**src/rtl/sdp_mrdma_pkg.sv**
```systemverilog
// Shared types and constants for the SDP MRDMA read credit scheduler.
// Holds the layer FSM state encoding and the request-size to atom-count helper.
package sdp_mrdma_pkg;

  typedef enum logic [1:0] {
    IDLE  = 2'd0,
    RUN   = 2'd1,
    DRAIN = 2'd2,
    DONE  = 2'd3
  } sched_state_e;

  localparam int LAT_DEPTH_DEF = 256;
  localparam int SIZE_W        = 2;
  localparam int ATOM_MAX      = 4;
  localparam int NEED_W        = 3;

  // Request size is encoded as atoms minus one.
  function automatic logic [NEED_W-1:0] atom_need(input logic [SIZE_W-1:0] size);
    return {1'b0, size} + 3'd1;
  endfunction

endpackage

```
**src/rtl/sdp_mrdma_credit_cnt.sv**
```systemverilog
// Latency-FIFO credit counter: subtracts atoms on accept, adds one per egress pop.
// Latency: registered, new credit visible the cycle after accept/pop.
// Backpressure: none; overflowing returns are dropped and flagged sticky in credit_err.
module sdp_mrdma_credit_cnt
  import sdp_mrdma_pkg::*;
#(
  parameter int LAT_DEPTH = LAT_DEPTH_DEF,
  parameter int CNT_W     = $clog2(LAT_DEPTH + 1)
) (
  input  logic              clk,
  input  logic              rst,
  input  logic              accept,
  input  logic [NEED_W-1:0] need,
  input  logic              pop,
  output logic [CNT_W-1:0]  credit,
  output logic              credit_err
);

  localparam logic [CNT_W-1:0] FULL = CNT_W'(LAT_DEPTH);

  logic [CNT_W-1:0] need_ext;
  logic [CNT_W-1:0] pop_ext;
  logic [CNT_W-1:0] credit_nxt;
  logic             overflow;

  always_comb begin
    need_ext   = accept ? {{(CNT_W-NEED_W){1'b0}}, need} : '0;
    pop_ext    = {{(CNT_W-1){1'b0}}, pop};
    credit_nxt = credit - need_ext + pop_ext;
    // A return with nothing outstanding means egress and scheduler disagree.
    overflow   = pop && !accept && (credit == FULL);
  end

  always_ff @(posedge clk or posedge rst) begin
    if (rst) begin
      credit     <= FULL;
      credit_err <= 1'b0;
    end else if (overflow) begin
      credit_err <= 1'b1;
    end else begin
      credit     <= credit_nxt;
    end
  end

endmodule

```
**src/rtl/sdp_mrdma_rd_credit_sched.sv**
```systemverilog
// Layer read scheduler: gates ingress read requests onto the DMA port against latency-FIFO credits.
// Latency: zero-cycle request pass-through; layer_done registered. Optional NVDLA_SDP_MRDMA_CREDIT_PERF_EN.
// Backpressure: requests held off (vld/rdy low) while credits are short or the layer is fully issued.
module sdp_mrdma_rd_credit_sched
  import sdp_mrdma_pkg::*;
#(
  parameter int LAT_DEPTH = LAT_DEPTH_DEF,
  parameter int CNT_W     = $clog2(LAT_DEPTH + 1),
  parameter int REQ_W     = 22
) (
  input  logic              nvdla_core_clk,
  input  logic              nvdla_core_rst,
  input  logic              op_load,
  input  logic [REQ_W-1:0]  reg2dp_req_num,
  input  logic              ig_req_vld,
  input  logic [SIZE_W-1:0] ig_req_size,
  output logic              ig_req_rdy,
  output logic              dma_rd_req_vld,
  input  logic              dma_rd_req_rdy,
  input  logic              dma_rd_cdt_lat_fifo_pop,
  input  logic              eg_done,
  output logic              layer_done,
  output logic              sched_busy,
  output logic [CNT_W-1:0]  credit_avail,
  output logic              credit_err,
  output logic [31:0]       dp2reg_credit_stall_num
);

  localparam logic [CNT_W-1:0] FULL = CNT_W'(LAT_DEPTH);

  sched_state_e     state;
  logic [REQ_W-1:0] remaining;
  logic             eg_seen;
  logic [NEED_W-1:0] need;
  logic [CNT_W-1:0] need_ext;
  logic             ok;
  logic             accept;

  always_comb begin
    need     = atom_need(ig_req_size);
    need_ext = {{(CNT_W-NEED_W){1'b0}}, need};
    ok       = (state == RUN) && (remaining != '0) && (credit_avail >= need_ext);
  end

  // Valid never looks at the DMA ready, so no combinational loop through the port.
  assign dma_rd_req_vld = ig_req_vld && ok;
  assign ig_req_rdy     = dma_rd_req_rdy && ok;
  assign accept         = ig_req_vld && ig_req_rdy;
  assign sched_busy     = (state != IDLE);

  sdp_mrdma_credit_cnt #(
    .LAT_DEPTH (LAT_DEPTH),
    .CNT_W     (CNT_W)
  ) u_credit_cnt (
    .clk        (nvdla_core_clk),
    .rst        (nvdla_core_rst),
    .accept     (accept),
    .need       (need),
    .pop        (dma_rd_cdt_lat_fifo_pop),
    .credit     (credit_avail),
    .credit_err (credit_err)
  );

  always_ff @(posedge nvdla_core_clk or posedge nvdla_core_rst) begin
    if (nvdla_core_rst) begin
      state      <= IDLE;
      remaining  <= '0;
      eg_seen    <= 1'b0;
      layer_done <= 1'b0;
    end else begin
      layer_done <= 1'b0;
      case (state)
        IDLE: begin
          eg_seen <= 1'b0;
          if (op_load) begin
            remaining <= reg2dp_req_num;
            state     <= (reg2dp_req_num != '0) ? RUN : DRAIN;
          end
        end
        RUN: begin
          if (eg_done) eg_seen <= 1'b1;
          if (accept) begin
            remaining <= remaining - 1'b1;
            if (remaining == REQ_W'(1)) state <= DRAIN;
          end
        end
        DRAIN: begin
          if (eg_done) eg_seen <= 1'b1;
          // eg_done may arrive before the last credits come home; wait for both.
          if ((credit_avail == FULL) && eg_seen) begin
            state      <= DONE;
            layer_done <= 1'b1;
          end
        end
        DONE: begin
          state   <= IDLE;
          eg_seen <= 1'b0;
        end
        default: state <= IDLE;
      endcase
    end
  end

`ifdef NVDLA_SDP_MRDMA_CREDIT_PERF_EN
  logic        stall;
  logic [31:0] stall_cnt;

  assign stall = ig_req_vld && (state == RUN) && (remaining != '0) && (credit_avail < need_ext);

  always_ff @(posedge nvdla_core_clk or posedge nvdla_core_rst) begin
    if (nvdla_core_rst) begin
      stall_cnt <= 32'h0;
    end else if (op_load && (state == IDLE)) begin
      stall_cnt <= 32'h0;
    end else if (stall && (stall_cnt != 32'hFFFF_FFFF)) begin
      stall_cnt <= stall_cnt + 32'h1;
    end
  end

  assign dp2reg_credit_stall_num = stall_cnt;
`else
  assign dp2reg_credit_stall_num = 32'h0;
`endif

endmodule

```
**config.mk**
```make
export PLATFORM = sky130hd
export DESIGN_NAME = sdp_mrdma_rd_credit_sched
export DESIGN_NICKNAME = d
export VERILOG_FILES = /design/src/rtl/sdp_mrdma_pkg.sv /design/src/rtl/sdp_mrdma_credit_cnt.sv /design/src/rtl/sdp_mrdma_rd_credit_sched.sv
export SDC_FILE = /design/constraint.sdc
export NUM_CORES = 1
export LEC_CHECK = 0
export BUFFER_PORTS_ARGS = -buffer_cell sky130_fd_sc_hd__buf_2
export CORE_AREA = 2 2 103 65
export CTS_CLUSTER_DIAMETER = 150
export CTS_CLUSTER_SIZE = 10
export DETAILED_ROUTE_END_ITERATION = 8
export DIE_AREA = 0 0 105 67
export PLACE_DENSITY = 0.81
export SLEW_MARGIN = 10
export SYNTH_ARGS = -nofsm -noshare
export SYNTH_HDL_FRONTEND = slang
export SYNTH_SLANG_ARGS = --single-unit
```
**constraint.sdc**
```tcl
create_clock -name nvdla_core_clk -period 5.35 [get_ports nvdla_core_clk]
set_input_delay 0.8025 -clock nvdla_core_clk [delete_from_list [all_inputs] [get_ports nvdla_core_clk]]
set_output_delay 0.8025 -clock nvdla_core_clk [all_outputs]
set_load 0.1 [all_outputs]
```
==> summary.md <==
| Metric | Value |
|---|---|
| Htree depth | 2 |
| CP arrival | 4.90 ns |
| Hold buffers post-CTS | 0 |
| Io pins | 77 |
| Setup bufs post-CTS | 0 |
| Placement Setup Slack | 0.438 ns |
| Max Slew Vio Count | 0 |
| Final setup viols | 0 |
| Kind of critical path | input pin to flop |
| Final setup TNS | 0 ns |
| Fin crit share | 89.0% |
| Post_cts resized | 0 |
| Post-route ant nets | 0 |
| CP endpoint | u_credit_cnt.credit[7]$_DFFE_PP0N_ |
| Die H | 67 µm |
| Routed wire per std cell | 16.8 µm |
| YS warnings | 0 |
| Commonest non-fill, non-tap cell in the layout | buf_2 |
| Met3 WL | 904 µm |
| Synthesized area per cell | 8.64 µm² |
| Top Layer Used | met4 |
| Fin nets | 465 |
| Cell accounting for the most synthesized area | dfrtp_1 |
| Max Buffers Root-to-Sink | 2 |
| First-pass GRT wire length | 13.3 mm |
| Reg clk slew, reported paths | 0.07 ns |
| # DRC | 0 |
| Ant. Diodes | 0 |
| Fin util | 56.3% |
| Peak Freq | 210 MHz |
| Die width | 105 µm |
| Worst Hold Class | flop to flop |
| Top cells by area, synth | dfrtp_1, ha_1, buf_4, a21oi_1, nand2_1 |
| Slowest stage delay, CP | 0.83 ns |
| Metal-1 WL | 3.80 mm |
| Worst setup EP type | flop |
| Pleak | 1.54 nW |
| Critical path launch point type | input pin |
| Mapped Area | 3140 µm² |
| CTS Buf Count | 5 |
| Levels on crit path | 17 |
| Antenna violations before repair | 0 |
| Routed wire length | 8.22 mm |
| DR iter-0 viols | 285 |
| End of the worst register-to-register path | u_credit_cnt.credit[7]$_DFFE_PP0N_ |
| R2R setup slack | 0.80 ns |
| Skew-Pair Late Insertion Delay | 0.29 ns |
| Via/cell ratio | 6.08 |
| CP cell instances | buf_2 -> ha_1 -> inv_1 -> ha_1 -> and4b_1 -> a21oi_1 -> a311oi_1 -> and2_1 -> nand2_1 -> ha_1 -> ha_1 -> and3b_1 -> a2111oi_0 -> o21bai_1 -> a21oi_1 -> xnor2_1 -> mux2i_1 |
| CP Data Required Time | 5.48 ns |
| Max VDD drop | 0.348 mV |
| Worst-case reg-to-reg path depth | 15 |
| Count of cell types in the netlist | 67 |
| Gr ovfl total | 0 |
| Share of cells above drive strength 1 | 16.0% |
| #FFs+latches synth | 36 |
| CP max-delay cell | a2111oi_0 |
| Root buf cell | clkbuf_8 |
| Post-synth EDFFs | 0 |
| Final WS setup | 0.586 ns |
| # rows | 22 |
| Ys async rst share | 100% |
| Vias | 2,973 |
| Slew Limit Headroom | 35.6% |
| Placed cell area | 3300 µm² |
| CTS tree | yes |
| R2R Path Start | remaining[0]$_DFFE_PP0P_ |
| Worst slew pin tran | 0.966 ns |
| Initial Util | 52.3% |
| Hold_ws | 0.461 ns |
| Status | finished clean |
| DIE AREA | 7040 µm² |
| P&R area growth vs syn | 7.74% |
| Hold Fails Final Rpt | 0 |
| Layout Skew | 0.0100 ns |
| CP dominant cell by count | ha_1 |
| Min cycle time layout | 4.76 ns |
| Placed Cells | 481 |
| Gate Count Post-Synth | 363 |
| Core ar. | 6000 µm² |
| Max Cap Viol | 0 |
| RePlAce Congestion | 0.995 |
| Met2 wire length | 3.40 mm |
| Seq/Total Area, Yosys | 28.8% |
| Vias in the first global route | 2,663 |
| Synth Flop Type | dfrtp_1 |
| Pwr Total | 2.28 mW |
| CP max FO | 6 |
| DR pass1 iterations | 5 |
| Port-buffer cells | 44 |
| Share of the synthesized area in the top cell type | 27.9% |
| Crit-path leading delay family | compound AO/OA/AOI/OAI gates |
| Fin cells | 489 |
| Post-DP HPWL | 6.16 mm |
| Largest net degree at the start of global routing | 37 |
| RSZ-0062 raised after global routing | false |
| Crit path buffers/inverters | 2 |
| Clock sinks | 36 |
| Most frequent cells in the layout | buf_2, dfrtp_1, conb_1 |
| Fin area | 3380 µm² |
| Critical path origin | ig_req_size[0] |
| Power Density | 673 nW/µm² |
| GRT Overall Usage | 24.1% |
area by class of cell:
class / count / area [µm²]
tap: 84 / 105
timing repair buffer: 47 / 243
inverter: 23 / 86.3
sequential: 36 / 902
fill: 544 / 2620
clock buffer: 8 / 80.1
multi-input combinational: 291 / 1960
power by group:
group          switching (mW)  internal [mW]
clock                   0.100         0.0927
sequential              0.144          0.410
combinational            1.05          0.484
total                    1.29          0.986
worst min-delay path by stage:
stage / start / to / cells past startpoint
after floorplan: eg_seen$_DFFE_PP0P_ / eg_seen$_DFFE_PP0P_ / 1
after global placement: u_credit_cnt.credit_err$_DFFE_PP0P_ / u_credit_cnt.credit_err$_DFFE_PP0P_ / 1
after detailed placement: u_credit_cnt.credit_err$_DFFE_PP0P_ / u_credit_cnt.credit_err$_DFFE_PP0P_ / 1
after CTS: u_credit_cnt.credit_err$_DFFE_PP0P_ / u_credit_cnt.credit_err$_DFFE_PP0P_ / 1
after global routing: u_credit_cnt.credit_err$_DFFE_PP0P_ / u_credit_cnt.credit_err$_DFFE_PP0P_ / 1
final: u_credit_cnt.credit_err$_DFFE_PP0P_ / u_credit_cnt.credit_err$_DFFE_PP0P_ / 1
synthesized netlist by cell type, types with 7 or more instances:
master and n:
nor2b_1 10, nand2_1 24, a21oi_1 20, nor4_1 10, dfrtp_1 35, nor2_1 17
o21ai_0 17, mux2i_1 7, inv_1 23, nor3_1 13, and3_1 7, nand3_1 9
o22ai_1 7, nand4_1 7, ha_1 29, buf_4 33
state kept, by name, indices dropped and copies added (netlist names):
register	count
layer_done	1
u_credit_cnt.credit	9
state	2
eg_seen	1
remaining	22
u_credit_cnt.credit_err	1
cells by family after synthesis:
group | Yosys count | share of synthesized area, %
xor+xnor | 8 | 2.23
flops | 36 | 28.8
simple gates | 125 | 22.7
other cells | 1 | 0.120
mux | 8 | 2.59
fa+ha+maj | 30 | 12.2
buf+inv | 67 | 12.4
compound gates | 88 | 19.0
metal layers:
| layer | vias to the layer above | track usage, % |
|---|---|---|
| met1 | 1409 | 34.7 |
| met5 | - | 0 |
| met2 | 191 | 35.0 |
| met3 | 17 | 7.24 |
| li1 | 1356 | - |
| met4 | 0 | 6.00 |
No activity file was read; power rests on OpenSTA's default activity.
